<file path="src/rtl/ps2_byte_fifo.sv">
// Small synchronous byte FIFO holding bytes queued for transmission.
// Push is ignored while full, pop is ignored while empty.
module ps2_byte_fifo #(
    parameter int DEPTH = 4
) (
    input  logic       clk_in,
    input  logic       rst_n,
    input  logic       push_i,
    input  logic       pop_i,
    input  logic [7:0] din_i,
    output logic [7:0] head_o,
    output logic       full_o,
    output logic       empty_o
);

    localparam int AW = $clog2(DEPTH);

    logic [7:0]  mem_q [DEPTH];
    logic [AW-1:0] wr_q, rd_q;
    logic [AW:0]   cnt_q;
    logic          do_push, do_pop;

    assign full_o  = (cnt_q == (AW+1)'(DEPTH));
    assign empty_o = (cnt_q == '0);
    assign do_push = push_i && !full_o;
    assign do_pop  = pop_i && !empty_o;
    assign head_o  = mem_q[rd_q];

    // Storage array, written on accepted pushes only.
    always_ff @(posedge clk_in) begin
        if (do_push) mem_q[wr_q] <= din_i;
    end

    // Pointers wrap naturally since DEPTH is a power of two.
    always_ff @(posedge clk_in or negedge rst_n) begin
        if (!rst_n) begin
            wr_q  <= '0;
            rd_q  <= '0;
            cnt_q <= '0;
        end else begin
            if (do_push) wr_q <= wr_q + 1'b1;
            if (do_pop)  rd_q <= rd_q + 1'b1;
            unique case ({do_push, do_pop})
                2'b10:   cnt_q <= cnt_q + 1'b1;
                2'b01:   cnt_q <= cnt_q - 1'b1;
                default: cnt_q <= cnt_q;
            endcase
        end
    end

endmodule

</file>
<file path="config.mk">
export PLATFORM = sky130hd
export DESIGN_NAME = ps2_byte_fifo
export DESIGN_NICKNAME = d
export VERILOG_FILES = /design/src/rtl/ps2_byte_fifo.sv
export SDC_FILE = /design/constraint.sdc
export NUM_CORES = 1
export LEC_CHECK = 0
export BUFFER_PORTS_ARGS = -buffer_cell sky130_fd_sc_hd__buf_2
export CAP_MARGIN = 10
export CORE_MARGIN = 3
export CORE_UTILIZATION = 55
export DETAILED_ROUTE_END_ITERATION = 7
export PLACE_DENSITY = 0.77
export SLEW_MARGIN = 25
export SYNTH_ARGS = -nofsm -noshare
export SYNTH_HDL_FRONTEND = slang
export SYNTH_SLANG_ARGS = --single-unit
</file>
<file path="constraint.sdc">
create_clock -name clk_in -period 3.7 [get_ports clk_in]
set_input_delay 0.555 -clock clk_in [delete_from_list [all_inputs] [get_ports clk_in]]
set_output_delay 0.555 -clock clk_in [all_outputs]
set_load 0.02 [all_outputs]
</file>
==> impl_results.md, run 1 <==
- Outcome: finished clean
- # setup viols final: 0
- Overall Global Routing Usage: about 15%
- Comb power frac: 31.7%
- CTS root buffer: clkbuf_4
- CP endpoint kind: output port
- Initial DRC count: 9
- DRC Markers: 0
- R2R depth: 9
- Slowest cell on the critical path: dfrtp_1
- FP Rows: 18
- Met2 usage: roughly a quarter
- Most frequent cells in the layout: edfxtp_1, buf_2, mux4_2
- Congestion Overflow GR: 0
- Synthesized netlist cell count: 79
- Clock power frac: 22.4%
- Core area: 0.00261 mm2
- Post-route ant nets: 0
- Worst VDD drop: approximately 0.76 mV
- # Post-CTS Setup Buffers: 0
- Routing usage on met1: about 18%
- Initial antenna violation count: 0
- Syn_nets: between 90 and 100
- Most common cell after layout, fill and taps aside: edfxtp_1
- CTS tree: yes
- # diodes: 0
- GR peak layer: met2
- Post-route clock period utilization: 64.1%
- P_sw: around 0.00048 W
- GR Util met3: 7.13%
- Hold Path Class: in2async
- Worst skew pair latency: about 0.34 ns
- RSZ-0062 raised after global routing: false
- Rel. slew slack: around three fifths
- P_leak: between 0.7 and 0.8 nW
- Die Y: approximately 60 um
- Compound-Gate Fraction of Synth Area: less than 1%
- Drt first pass iters: 4
- Ports: 22
- Tmin final: 2.37 ns
- #FFs+latches synth: 39
- Post-synthesis mux area share: 12.9%
- Power Internal: roughly 0.0010 W
- # H-tree levels: 2
- Fmax: approximately 420 MHz
- Adder-Cell Fraction of Synth Area: 5.18%
- Net Sw Frac: approximately a third
- Power Density: roughly 830 mW/mm2
- # clock sinks: 39
- CTS resizes: 0
- Vias in the first global route: slightly below 800
- Layout cells sized above 1: about two fifths
- CP required: between 3 and 4 ns
- Crit start category: register
- Crit path max fanout: 10
- Initial Utilization: about three fifths
- Clock buffer depth: 2
- Register-to-register setup slack: roughly 1.7 ns
- Maxcap violations: 0
- Clk pin slew, worst setup/hold paths: around 0.11 ns
- DIE WIDTH: 59.8 um
- FF-to-FF End: cnt_q[2]$_DFFE_PN0P_
- Total power: ~0.0015 W
- DR WL/cell: 17.1 um
- Largest family of logic cells by synthesized area: multiplexers
- Post-synthesis simple-gate area fraction: 4.71%
- RePlAce Congestion: between 0.6 and 0.7
- First-pass GRT wire length: between 3 and 4 mm
- Nets: between 100 and 150
- Mean Syn Cell Area: just over 20 um2
- Worst Max-Slew Pin Slew: slightly below 0.6 ns
- Setup CP Type: reg2out
- Synthesized cell area: between 0.0015 and 0.002 mm2
- CTS buffer count: 5
- Synth Area in XOR/XNOR: under 10%
- Worst path arrival time: roughly 1.8 ns
- Syn. warnings: 0
- Worst path cell trace: mux4_2, buf_2
- PortBufs: 21
- Vias per std cell: between 5 and 6
- Final Hold Violating Endpoints: 0
- Yosys cell types: 19
- Vias: 724
- Hold-fix buffers at CTS: 0
- Worst r2r src: cnt_q[0]$_DFFE_PN0P_
- Routed WL: ~2.3 mm
- Slowest stage delay, CP: between 0.7 and 0.8 ns
- Final Skew: 0.00971 ns
- Die area: 0.00358 mm2
- Pins over their slew limit: 0
- Setup TNS: 0 ns
- Reg power frac: 45.9%
- Largest net degree at the start of global routing: 13
- Sequential fraction of the synthesis area: between 70% and 80%
- P&R area growth vs syn: 14.8%
[worst max-delay path, delay by kind of cell, from the launching register on]
family	cells	cell delay [ns]
buf+inv	1	0.17
flops	1	0.73
mux	1	0.57
[stage by stage]
step	instance area, um2	utilization, %	std cells	hold WS, ns	setup slack (ns)
after detailed placement	1730	66.1	128	0.398	1.67
after global routing	1830	70.0	136	0.00734	1.17
final	1830	70.0	136	0.0251	1.33
after global placement	1730	66.1	128	0.391	1.67
after CTS	1830	70.0	136	0.0153	1.27
after floorplan	1590	-	79	0.259	1.70
[power by group through the flow]
stage	Sequential, W	Clock [W]	Combinational, W
CTS	0.000705	0.000349	0.000490
detailed placement	0.000713	0	0.000486
finish	0.000700	0.000341	0.000483
floorplan	0.000644	0	0.000417
global route	0.000719	0.000371	0.000528
global placement	0.000703	0	0.000471
[final cells by class]
class | count | area [um2]
Tap cell | 30 | 37.5
Timing Repair Buffer | 21 | 105
Inverter | 6 | 22.5
Clock buffer | 6 | 41.3
Fill cell | 176 | 785
Clock inverter | 2 | 60.1
Multi-Input combinational cell | 32 | 425
Sequential cell | 39 | 1140
[cell usage after synthesis]
cell type  count  area (um2)
and2_2         4        30.0
xnor2_1        3        26.3
nor3_1         1        5.00
buf_2          1        5.00
nor2b_4        1        13.8
o31a_2         1        10.0
clkbuf_1       1        3.75
xor2_1         3        26.3
inv_1          6        22.5
mux4_2         8         180
edfxtp_1      32         961
dfrtp_1        7         175
ha_1           5        62.6
nor2_1         1        3.75
nor3b_4        1        18.8
mux2_4         1        15.0
mux2i_1        1        10.0
nand2_1        1        3.75
fa_1           1        20.0
[kinds of logic after synthesis]
group | Yosys count
buffers and inverters | 8
XOR/XNOR | 6
flip-flops | 39
AO/OA/AOI/OAI | 1
AND/OR/NAND/NOR | 9
multiplexers | 10
adder cells (fa/ha/maj) | 6
[metal layers]
layer  part of all wire [%]  wire (um)
met1                     40        937
met4                    1.3         31
met5                      0          0
met3                    6.9        159
met2                     51       1190
[registers in the layout (all words and copies together) (netlist names)]
name / count
cnt_q: 3
wr_q: 2
rd_q: 2
mem_q: 32
[worst max path at each step]
stage / start / slack [ns] / end / depth (start not counted)
finish: rd_q[0]$_DFFE_PN0P_ / 1.33 / head_o[6] / 2
global route: rd_q[0]$_DFFE_PN0P_ / 1.17 / head_o[5] / 2
CTS: rd_q[0]$_DFFE_PN0P_ / 1.27 / head_o[6] / 2
detailed placement: rd_q[0]$_DFFE_PN0P_ / 1.67 / head_o[4] / 2
global placement: rd_q[0]$_DFFE_PN0P_ / 1.67 / head_o[6] / 2
floorplan: cnt_q[0]$_DFFE_PN0P_ / 1.70 / cnt_q[2]$_DFFE_PN0P_ / 9
Note: power is estimated with default switching activity, not from simulation.
==> inputs of run 2 (changes only) <==
Clock period 3.7 ns to 2.5 ns, I/O delays scaled along.
==> run 2 against run 1 <==
Net effect:
- routed wire length rose by 6.7%
- clock power down 3%
- core utilization fell by 1.2 points
- sequential power grew 47%
- critical path depth is the same
- clock-buffer cell count grew 1
- worst setup slack got worse by 1.0 ns
- first-iteration DRC count rose by 89%
- largest cell class unchanged
- non-clock buffer count up 1
- combinational power rose by 51%
- via count is 3.6% higher
==> impl_results.md, run 2 (synthesis gave the netlist of run 1 again) <==
- Outcome: finished clean
- Routed WL: 2.47 mm (+6.7%)
- Clock power frac: 15.8% (-6.6 points)
- Slowest stage delay, CP: 0.73 ns (about the same)
- Final Skew: 0.00879 ns (-0.000924 ns)
- Crit start category: register
- CP bufs+invs: 1 (unchanged)
- Fmax: between 400 and 500 MHz
- # diodes: 0 (unchanged)
- Initial Utilization: 61.0% (unchanged)
- CP top delay family: flip-flops
- CP required: 2.12 ns (-1.02 ns)
- FP Rows: 18 (unchanged)
- Clock buffer depth: 2 (unchanged)
- Comb power frac: 34.8% (+3.1 points)
- CTS root buffer: clkbuf_4
- RSZ-0062 raised after global routing: false
- Vias: 750 (+3.6%)
- Largest net degree at the start of global routing: 13 (unchanged)
- R2R depth: 9 (unchanged)
- First-pass GRT wire length: 4.12 mm (+12%)
- CTS tree: yes
- Worst Max-Slew Pin Slew: 0.578 ns (-0.000109 ns)
- Setup TNS: 0 ns (unchanged)
- Max reg flops: 32 (unchanged)
- Congestion Overflow GR: 0 (unchanged)
- DIE WIDTH: 59.8 um (unchanged)
- Drt first pass iters: 4 (unchanged)
- Nets: 124 (+0.81%)
- Vias in the first global route: 802 (+4.3%)
- Reg power frac: 49.4% (+3.5 points)
- Final hold slack: 0.241 ns (+0.215 ns)
- Overall Global Routing Usage: 17.0% (+1.7 points)
- Ports: 22 (unchanged)
- DRC Markers: 0 (unchanged)
- P_leak: 0.695 nW (-1.8%)
- Slowest cell on the critical path: dfrtp_1
- Top flop regs: mem_q: 32 flops, cnt_q: 3 flops
- Hold Path Class: in2reg
- DR WL/cell: 18.1 um (+5.9%)
- # clock sinks: 39 (unchanged)
- Largest register by flop count: mem_q
- Crit path max fanout: 10 (unchanged)
- CP endpoint kind: output port
- Die area: 0.00358 mm2 (unchanged)
- Net Sw Frac: 34.4% (+2.8 points)
- # setup viols final: 0 (unchanged)
- Power Internal: 0.00137 W (+31%)
- Worst VDD drop: 0.850 mV (+12%)
- Worst path arrival time: 1.82 ns (about the same)
- Tmin final: between 2 and 2.5 ns
- Clk pin slew, worst setup/hold paths: 0.11 ns (about the same)
- Vias per std cell: 5.47 (+2.8%)
- Fill count: 184 (+4.5%)
- Crit. Startpoint: rd_q[0]$_DFFE_PN0P_
- Worst path cell trace: mux4_2, buf_2
- Power Density: 1160 mW/mm2 (+39%)
- RePlAce Congestion: 0.757 (+8.4%)
- Core area: 0.00261 mm2 (unchanged)
- Layout cells sized above 1: 41.1% (-0.39 points)
- FF-to-FF End: cnt_q[2]$_DFFE_PN0P_
- WHS Path Cells: 1
- CTS resizes: 0 (unchanged)
- Most frequent cells in the layout: edfxtp_1, buf_2, mux4_2
- Die Y: 59.8 um (unchanged)
- Setup CP Type: reg2out
- Pins over their slew limit: 0 (unchanged)
- Worst r2r src: cnt_q[0]$_DFFE_PN0P_
- Worst skew pair latency: 0.33 ns (about the same)
- CTS buffer count: 5 (unchanged)
- Worst hold endpoint: mem_q[1][5]$_DFFE_PP_
- PortBufs: 21 (unchanged)
- Initial DRC count: 17 (+8)
- Maxcap violations: 0 (unchanged)
- Final Hold Violating Endpoints: 0 (unchanged)
- Initial antenna violation count: 0 (unchanged)
- P&R area growth vs syn: 12.8%
- Rel. slew slack: 61.5% (about the same)
- P_sw: 0.000720 W (+49%)
- Hold path start: din_i[5]
- # Post-CTS Setup Buffers: 0 (unchanged)
- Post-route clock period utilization: ~90%
- Register-to-register setup slack: 0.46 ns (-1.23 ns)
- # H-tree levels: 2 (unchanged)
- Most common cell after layout, fill and taps aside: edfxtp_1
- Post-route ant nets: 0 (unchanged)
## run 2: layout make-up
class	instances	area (um2)	area share [%]
Inverter	6	22.5	1.25
Clock buffer	7	55.1	3.06
Multi-Input combinational cell	32	425	23.7
Timing Repair Buffer	22	115	6.41
Sequential cell	39	1140	63.2
Tap cell	30	37.5	2.09
Clock inverter	1	5.00	0.279
## run 2: per-layer routing
metal	track usage [%]	wire [um]
met3	7.78	146
met4	5.70	45
met1	21.5	1040
met5	0	0
met2	25.9	1240
## run 2: power groups by stage
stage                     logic [W]  registers [W]  clock network [W]
after global routing       0.000800        0.00105           0.000380
final                      0.000727        0.00103           0.000331
after detailed placement   0.000745        0.00105                  0
after CTS                  0.000745        0.00104           0.000340
after floorplan            0.000617       0.000953                  0
after global placement     0.000716        0.00104                  0
## run 2: stage by stage
step / instances / instance area [um2] / utilization [%] / total power (W) / worst slack (ns)
4_1_cts: 137 / 1800 / 68.8 / 0.00212 / 0.247
3_3_place_gp: 128 / 1730 / 66.1 / 0.00176 / 0.625
2_1_floorplan: 79 / 1590 / - / 0.00157 / 0.499
3_5_place_dp: 128 / 1730 / 66.1 / 0.00179 / 0.474
6_report: 137 / 1800 / 68.8 / 0.00209 / 0.310
5_1_grt: 137 / 1800 / 68.8 / 0.00223 / 0.154
## run 2: worst reg2reg max path, delay by kind of cell, from the launching register on
family | cells | cell delay, ns
simple gates | 3 | 0.48
xor+xnor | 2 | 0.31
flops | 1 | 0.47
buf+inv | 2 | 0.13
fa+ha+maj | 2 | 0.57
## run 2: repair_timing
| item | CTS | global route |
|---|---|---|
| hold buffers | 1 | 0 |
| hold endpoints to repair | 7 | 0 |
| setup endpoints to repair | 0 | 0 |
## run 2: worst max path at each step
stage / endpoint / slack (ns) / cells after the start
3_5_place_dp: cnt_q[2]$_DFFE_PN0P_ / 0.47 / 9
5_1_grt: head_o[6] / 0.15 / 2
3_3_place_gp: cnt_q[2]$_DFFE_PN0P_ / 0.63 / 9
6_report: head_o[4] / 0.31 / 2
2_1_floorplan: cnt_q[2]$_DFFE_PN0P_ / 0.50 / 9
4_1_cts: head_o[4] / 0.25 / 2
